## config.mk

```make
export PLATFORM = sky130hd
export DESIGN_NAME = regfile_bypass_sb
export DESIGN_NICKNAME = d
export VERILOG_FILES = /design/src/rtl/regfile_bypass_sb.sv
export SDC_FILE = /design/constraint.sdc
export NUM_CORES = 2
export LEC_CHECK = 0
export ABC_CLOCK_PERIOD_IN_PS = 3700
export CORE_ASPECT_RATIO = 1.5
export CORE_UTILIZATION = 30
export CTS_CLUSTER_SIZE = 28
export DETAILED_ROUTE_END_ITERATION = 10
export HOLD_SLACK_MARGIN = 0.02
export PLACE_DENSITY_LB_ADDON = 0.1
export SLEW_MARGIN = 20
export SYNTH_ARGS = -nofsm -noshare
export SYNTH_HDL_FRONTEND = slang
export SYNTH_SLANG_ARGS = --single-unit
```

## constraint.sdc

```tcl
create_clock -name clk -period 3.7 [get_ports clk]
set_input_delay 0.74 -clock clk [delete_from_list [all_inputs] [get_ports clk]]
set_output_delay 0.74 -clock clk [all_outputs]
set_load 0.02 [all_outputs]
```

## src/rtl/regfile_bypass_sb.sv

```systemverilog
// Two-write-port integer register file with write-to-read bypass and a
// per-register busy scoreboard for hazard stalls on in-flight producers.

module regfile_bypass_sb_rdport #(
  parameter int XLEN = 32,
  parameter int NREG = 32,
  parameter int AW   = $clog2(NREG)
) (
  input  logic [AW-1:0]              addr,
  input  logic [NREG-1:0][XLEN-1:0]  regs,
  input  logic [NREG-1:0]            busy,
  input  logic [1:0]                 we,
  input  logic [1:0][AW-1:0]         wa,
  input  logic [1:0][XLEN-1:0]       wd,
  input  logic [1:0]                 clr,
  output logic [XLEN-1:0]            data,
  output logic                       busy_out
);
  logic [1:0] hit;

  assign hit = {we[1] && (wa[1] == addr), we[0] && (wa[0] == addr)};

  // Port 1 is the younger result, so it takes bypass priority.
  always_comb begin
    data = regs[addr];
    if (addr == '0)  data = '0;
    else if (hit[1]) data = wd[1];
    else if (hit[0]) data = wd[0];
  end

  // A clearing write this cycle hides the stall so the consumer takes the bypass.
  assign busy_out = (addr != '0) && busy[addr] && !(|(hit & clr));
endmodule

module regfile_bypass_sb #(
  parameter int XLEN = 32,
  parameter int NREG = 32,
  parameter int AW   = $clog2(NREG),
  parameter int NRD  = 2
) (
  input  logic                 clk,
  input  logic                 rst,
  input  logic [NRD*AW-1:0]    rd_addr,
  output logic [NRD*XLEN-1:0]  rd_data,
  output logic [NRD-1:0]       rd_busy,
  input  logic [1:0]           wr_en,
  input  logic [2*AW-1:0]      wr_addr,
  input  logic [2*XLEN-1:0]    wr_data,
  input  logic [1:0]           wr_clr,
  input  logic                 sb_set,
  input  logic [AW-1:0]        sb_addr,
  input  logic                 flush,
  output logic [NREG-1:0]      busy_vec
);
  logic [NREG-1:0][XLEN-1:0] regs;
  logic [NREG-1:0]           busy, busy_nxt;
  logic [1:0]                we;
  logic [1:0][AW-1:0]        wa;
  logic [1:0][XLEN-1:0]      wd;

  // Writes are squashed while reset is held, including on the bypass path.
  assign we = wr_en & {2{rst}};
  assign wa = wr_addr;
  assign wd = wr_data;

  always_ff @(posedge clk or negedge rst) begin
    if (!rst) begin
      regs <= '0;
    end else begin
      for (int r = 1; r < NREG; r++)
        for (int p = 0; p < 2; p++)
          if (we[p] && (wa[p] == AW'(r))) regs[r] <= wd[p];
    end
  end

  // Priority: flush, then a new producer, then a clearing writeback.
  always_comb begin
    busy_nxt = busy;
    for (int b = 1; b < NREG; b++) begin
      if (flush)
        busy_nxt[b] = 1'b0;
      else if (sb_set && (sb_addr == AW'(b)))
        busy_nxt[b] = 1'b1;
      else if ((we[0] && wr_clr[0] && (wa[0] == AW'(b))) ||
               (we[1] && wr_clr[1] && (wa[1] == AW'(b))))
        busy_nxt[b] = 1'b0;
    end
    busy_nxt[0] = 1'b0;
  end

  always_ff @(posedge clk or negedge rst) begin
    if (!rst) busy <= '0;
    else      busy <= busy_nxt;
  end

  assign busy_vec = busy;

  for (genvar k = 0; k < NRD; k++) begin : g_rd
    regfile_bypass_sb_rdport #(.XLEN(XLEN), .NREG(NREG), .AW(AW)) u_rd (
      .addr     (rd_addr[k*AW +: AW]),
      .regs     (regs),
      .busy     (busy),
      .we       (we),
      .wa       (wa),
      .wd       (wd),
      .clr      (wr_clr),
      .data     (rd_data[k*XLEN +: XLEN]),
      .busy_out (rd_busy[k])
    );
  end
endmodule

```

# == Yosys cells after proc, flatten, opt, wreduce, memory -nomap -nowiden ==
# Index checks and enable logic that the tools add are counted.
# classes
n_lt_le_gt_ge,2
eq_ne,97
mux,169
n_bitwise,3
reduce_logical,266
# ops
cell,count
2-to-1 mux 32 bit,70
binary-select mux 32 bit (select 5 bit),2
equality test 5 bit (second input constant),48
logical AND 1 bit,165
equality test 5 x 4 -> 1 bit (second input constant),24
2-to-1 mux 1 bit,95
nonzero test 3 bit,31
nonzero test 2 bit,31
equality test 5 x 3 -> 1 bit (second input constant),12
logical OR 1 bit,31
equality test 5 x 2 -> 1 bit (second input constant),6
equality test 5 bit,4
equality test 5 x 1 -> 1 bit (second input constant),3
< comparator 5 x 6 -> 1 bit (second input constant),2
binary-select mux 1 bit (select 5 bit),2
zero test 5 bit,2
nonzero test 5 bit,2
AND 2 bit,3
OR reduction 2 bit,2
zero test 1 bit,2
# word_totals
reg_bits,1023
in_bits,97
out_inout_bits,98
elab_cells,599

# == Longest topological paths before layout ==
# logic_depth
depth_word,7
mapped_depth,10
ltp_nobuf,5

# == Modules after synthesis ==
# From an unflattened synthesis, not the netlist that was laid out.
# unflattened
cells_unflattened,6360
area_unflattened_um2,66533.8
# by_module_without_submodules
module,instances,cells_per_inst,area_each_um2,seq_area_each_um2
regfile_bypass_sb,1,4552,47865.9,25599.6
regfile_bypass_sb_rdport,2,904,9334.0,0.0

# == Worst setup path before layout ==
# Ideal clock, no wire load.
# synth_timing
path_type,input-to-output
start,input rd_addr[6]
end,output rd_data[32]
arrival_ns,2.636
required_time_ns,2.960
setup_slack_ns,0.324
cell_stages,8
path_buffers,4
cell_sequence,buf_4 > buf_4 > buf_2 > buf_1 > a221oi_1 > nor3_1 > a311oi_1 > o41ai_1
# synth_via
elab_chain_len,5
elab_cells_between_ends,10
cone_classes,eq/ne (2); mux (5); reduce/logical (3)
# synth_lines
element,line,rtl
from (decl),43,"input logic [NRD*AW-1:0] rd_addr,"
binary-select mux 32 bit (select 5 bit) / equality test 5 bit (equally long branches),"25, 21",
2-to-1 mux 32 bit (implied by the code) / logical AND 1 bit (equally long branches),"25, 21",
2-to-1 mux 32 bit,28,else if (hit[0]) data = wd[0];
2-to-1 mux 32 bit,27,else if (hit[1]) data = wd[1];
2-to-1 mux 32 bit (*),26,if (addr == '0) data = '0;
to (decl),44,"output logic [NRD*XLEN-1:0] rd_data,"
# Mark *: on every way between the ends. The rest lies on a longest branch, timed or not. The select of a mux whose other input is x is not followed.

# == Final worst setup path ==
# layout_timing
start,input rd_addr[9]
end,output rd_data[51]
# The elaborated chain is that of the path after synthesis.

==> results.json <==
{
  "ant_nets": 0,
  "antenna_found_initial": 17,
  "placed_area_sq_um": 77300,
  "reg2regPathDepth": 4,
  "nets": 7449,
  "vias_per_cell": 5.85,
  "synthArstFlopShare_pct": 100,
  "avgSynthCellArea_sq_um": 9.62,
  "tns_ns": -1.27,
  "yosysWarnings": 32,
  "cts_sinks": 1023,
  "grt_max_degree": 151,
  "vias": 60507,
  "worstMarginPinSlew_ns": 1.02,
  "r2r-start": "busy_vec[31]",
  "layout_commonest_cell": "mux2i_1",
  "rrSetupSlack_ns": 2.38,
  "ioPinCount": 195,
  "placed_cells": 9980,
  "end_kind": "primary output",
  "dr.pass1.iters": 6,
  "period_needed_ns": 3.82,
  "core_area_sq_um": 223000,
  "crit_fanout": 7,
  "cts_tree": "built",
  "cts.htree.levels": 3,
  "rows": 212,
  "critical_path_required_ns": 2.96,
  "avgRoutedWirePerCell_um": 34.5,
  "violations": "setup timing",
  "overflow": 0,
  "synth_compound_area_share_pct": 15.5,
  "drive_gt1_share_pct": 23.4,
  "stdcell_count": 10351,
  "grt_first_pass_wirelength_um": 493000,
  "ys_seq_area_share_pct": 38.1,
  "fin_ws_ns": -0.121,
  "synthSimpleGateAreaFrac_pct": 9.94,
  "crit_path_end": "rd_data[51]",
  "synth.area.mux_share_pct": 30.0,
  "synthFlopType": "dfrtp_1",
  "final_cell_area_sq_um": 85600,
  "synthAdderAreaFrac_pct": 0,
  "hold_class": "in2async",
  "clk_pin_slew_worst_paths_ns": 0.07,
  "syn_inst": 6984,
  "synth_fp_nets": 7081,
  "synth_xor_area_share_pct": 0.261,
  "critPathSlowestCell": "o41ai_4",
  "ctsLongestPathBuffers": 3,
  "ir_drop_mv": 0.401,
  "max_freq_mhz": 262,
  "synth_edf_count": 0,
  "hold_viol_final": 0,
  "clock_skew_ns": 0,
  "power.density_nw_per_um2": 459,
  "synth_top_family_by_area": "multiplexers",
  "finalMaxSlewViolations": 0,
  "dieArea_sq_um": 226000,
  "portBuffers": 193,
  "status": "finished, violations left",
  "route.detailed.drc": 0,
  "setup_viol": 25,
  "slew_headroom_pct": 32.0,
  "critPathKind": "in2out",
  "crit_chain": "buf_2 > xnor2_1 > nand4_1 > nor3_4 > buf_12 > nand2b_4 > buf_12 > o41ai_4 > buf_4",
  "start_util_pct": 30.2,
  "clock_latency_ns": 0.76,
  "cts_made_buffers": 121,
  "final_cell_mix": "mux2i_1, dfrtp_1, nand2_1, buf_4, o21ai_0",
  "leakagePower_nw": 39.2,
  "dp_slack_ns": -1.17,
  "dp_hpwl_um": 238000,
  "path_common_cell": "buf_12",
  "clock-root-buffer": "clkbuf_16",
  "grtUsageTotal_pct": 30.7,
  "die_y_um": 582,
  "hold_slack_ns": 0.486,
  "worstSetupStartpoint": "rd_addr[9]",
  "slowest_delay_ns": 0.71,
  "wl_um": 357000,
  "grt_pass1_vias": 59765,
  "period_share_pct": 103,
  "worst_ep_arrival_time_ns": 3.08,
  "drtIter0Drc": 5914,
  "rsz0062_at_grt": "yes",
  "synth_area_sq_um": 67200,
  "worst_setup_path_start_kind": "input port",
  "timing.rr.end": "busy_vec[31]",
  "synthDistinctLibCells": 61,
  "area.growth.synth_to_final_pct": 27.4,
  "maxCapViolCount": 0,
  "place_congestion": 0.932,
  "die_x_um": 388,
  "ys_seq_elements": 1023
}
how the worst min path moves through the flow:
stage                        end  slack [ns]  depth (start not counted)
floorplan           busy_vec[10]        0.44                          0
global placement       regs[462]        0.56                          2
detailed placement     regs[926]        0.58                          2
CTS                  busy_vec[8]        0.49                          3
global route        busy_vec[12]        0.54                          3
finish              busy_vec[20]        0.49                          3
power breakdown:
part	leakage, nW	total [mW]	switching [mW]	internal, mW
combinational	24.2	10.5	5.51	5.02
sequential	13.0	15.9	2.11	13.7
clock	2.05	12.9	5.53	7.40
total	39.2	39.3	13.2	26.2
worst max-delay path: cells and delay by family:
kind,cells,cell delay (ns)
buf+inv,4,1.01
compound gates,1,0.71
simple gates,3,0.43
xor+xnor,1,0.15
cells in the mapped netlist (7+ instances only):
library cell  instances  share of area (%)
o21ai_1              12              0.089
nor2_1              396                2.2
clkbuf_2             31               0.23
nand2b_1             67               0.62
a22oi_1              40               0.45
buf_8                 7               0.16
a32oi_1              76               0.99
a21oi_1             393                2.9
o21ai_0             638                4.8
a311oi_1             51               0.66
o22ai_1             281                2.6
a211oi_1             20               0.22
o41ai_2              60                1.5
o21a_1               13               0.15
a221oi_1             64               0.83
buf_4                69               0.77
dfrtp_1            1023                 38
xnor2_1              14               0.18
mux4_2              133                4.5
buf_2               138                1.0
mux2i_1            1638                 24
clkbuf_1            541                3.0
nor2b_1              95               0.88
mux2_2               66                1.1
nand2_1             703                3.9
or3_1                 7              0.065
nand3_1              11              0.082
nor3_1              230                1.7
buf_1                52               0.29
buf_6                43               0.72
cell families after synthesis:
kind of cell / Yosys count
compound gates: 1674
xor+xnor: 20
buf+inv: 883
flops: 1023
mux: 1837
other cells: 1
simple gates: 1546
layout make-up:
cell class	instances	area (sq um)
antenna	6	15.0
clock buffer	181	3610
clock inverter	46	547
fill	21838	137000
inverter	1	3.75
multi-input combinational	5078	39600
sequential	1023	25600
tap	2889	3610
timing repair buffer	1127	12600
registers in the layout (all words and copies together) (netlist names):
name      count
busy_vec     31
regs        992
metrics by stage:
stage	util [%]	power [mW]
6_report	38.5	39.3
5_1_grt	38.5	41.0
4_1_cts	37.8	39.2
3_5_place_dp	34.7	25.8
3_3_place_gp	34.7	25.5
2_1_floorplan	-	21.6
what timing repair did:
| action | 4_1_cts | 5_1_grt |
|---|---|---|
| hold buffers | 2 | 0 |
| pin swaps | 41 | 47 |
| endpoints found under the hold margin | 1 | 0 |
| gates cloned | 16 | 9 |
| buffers inserted | 41 | 81 |
| setup endpoints to repair | 66 | 58 |
| gates resized for setup | 383 | 156 |
metal layers:
metal	track usage (%)	vias to the layer above	share of wire (%)
met3	4.77	676	6.5
met5	0	-	0.019
met4	15.5	10	5.8
li1	-	26169	-
met1	39.3	31092	41
met2	50.0	2560	47
(Power assumes the default switching activity.)
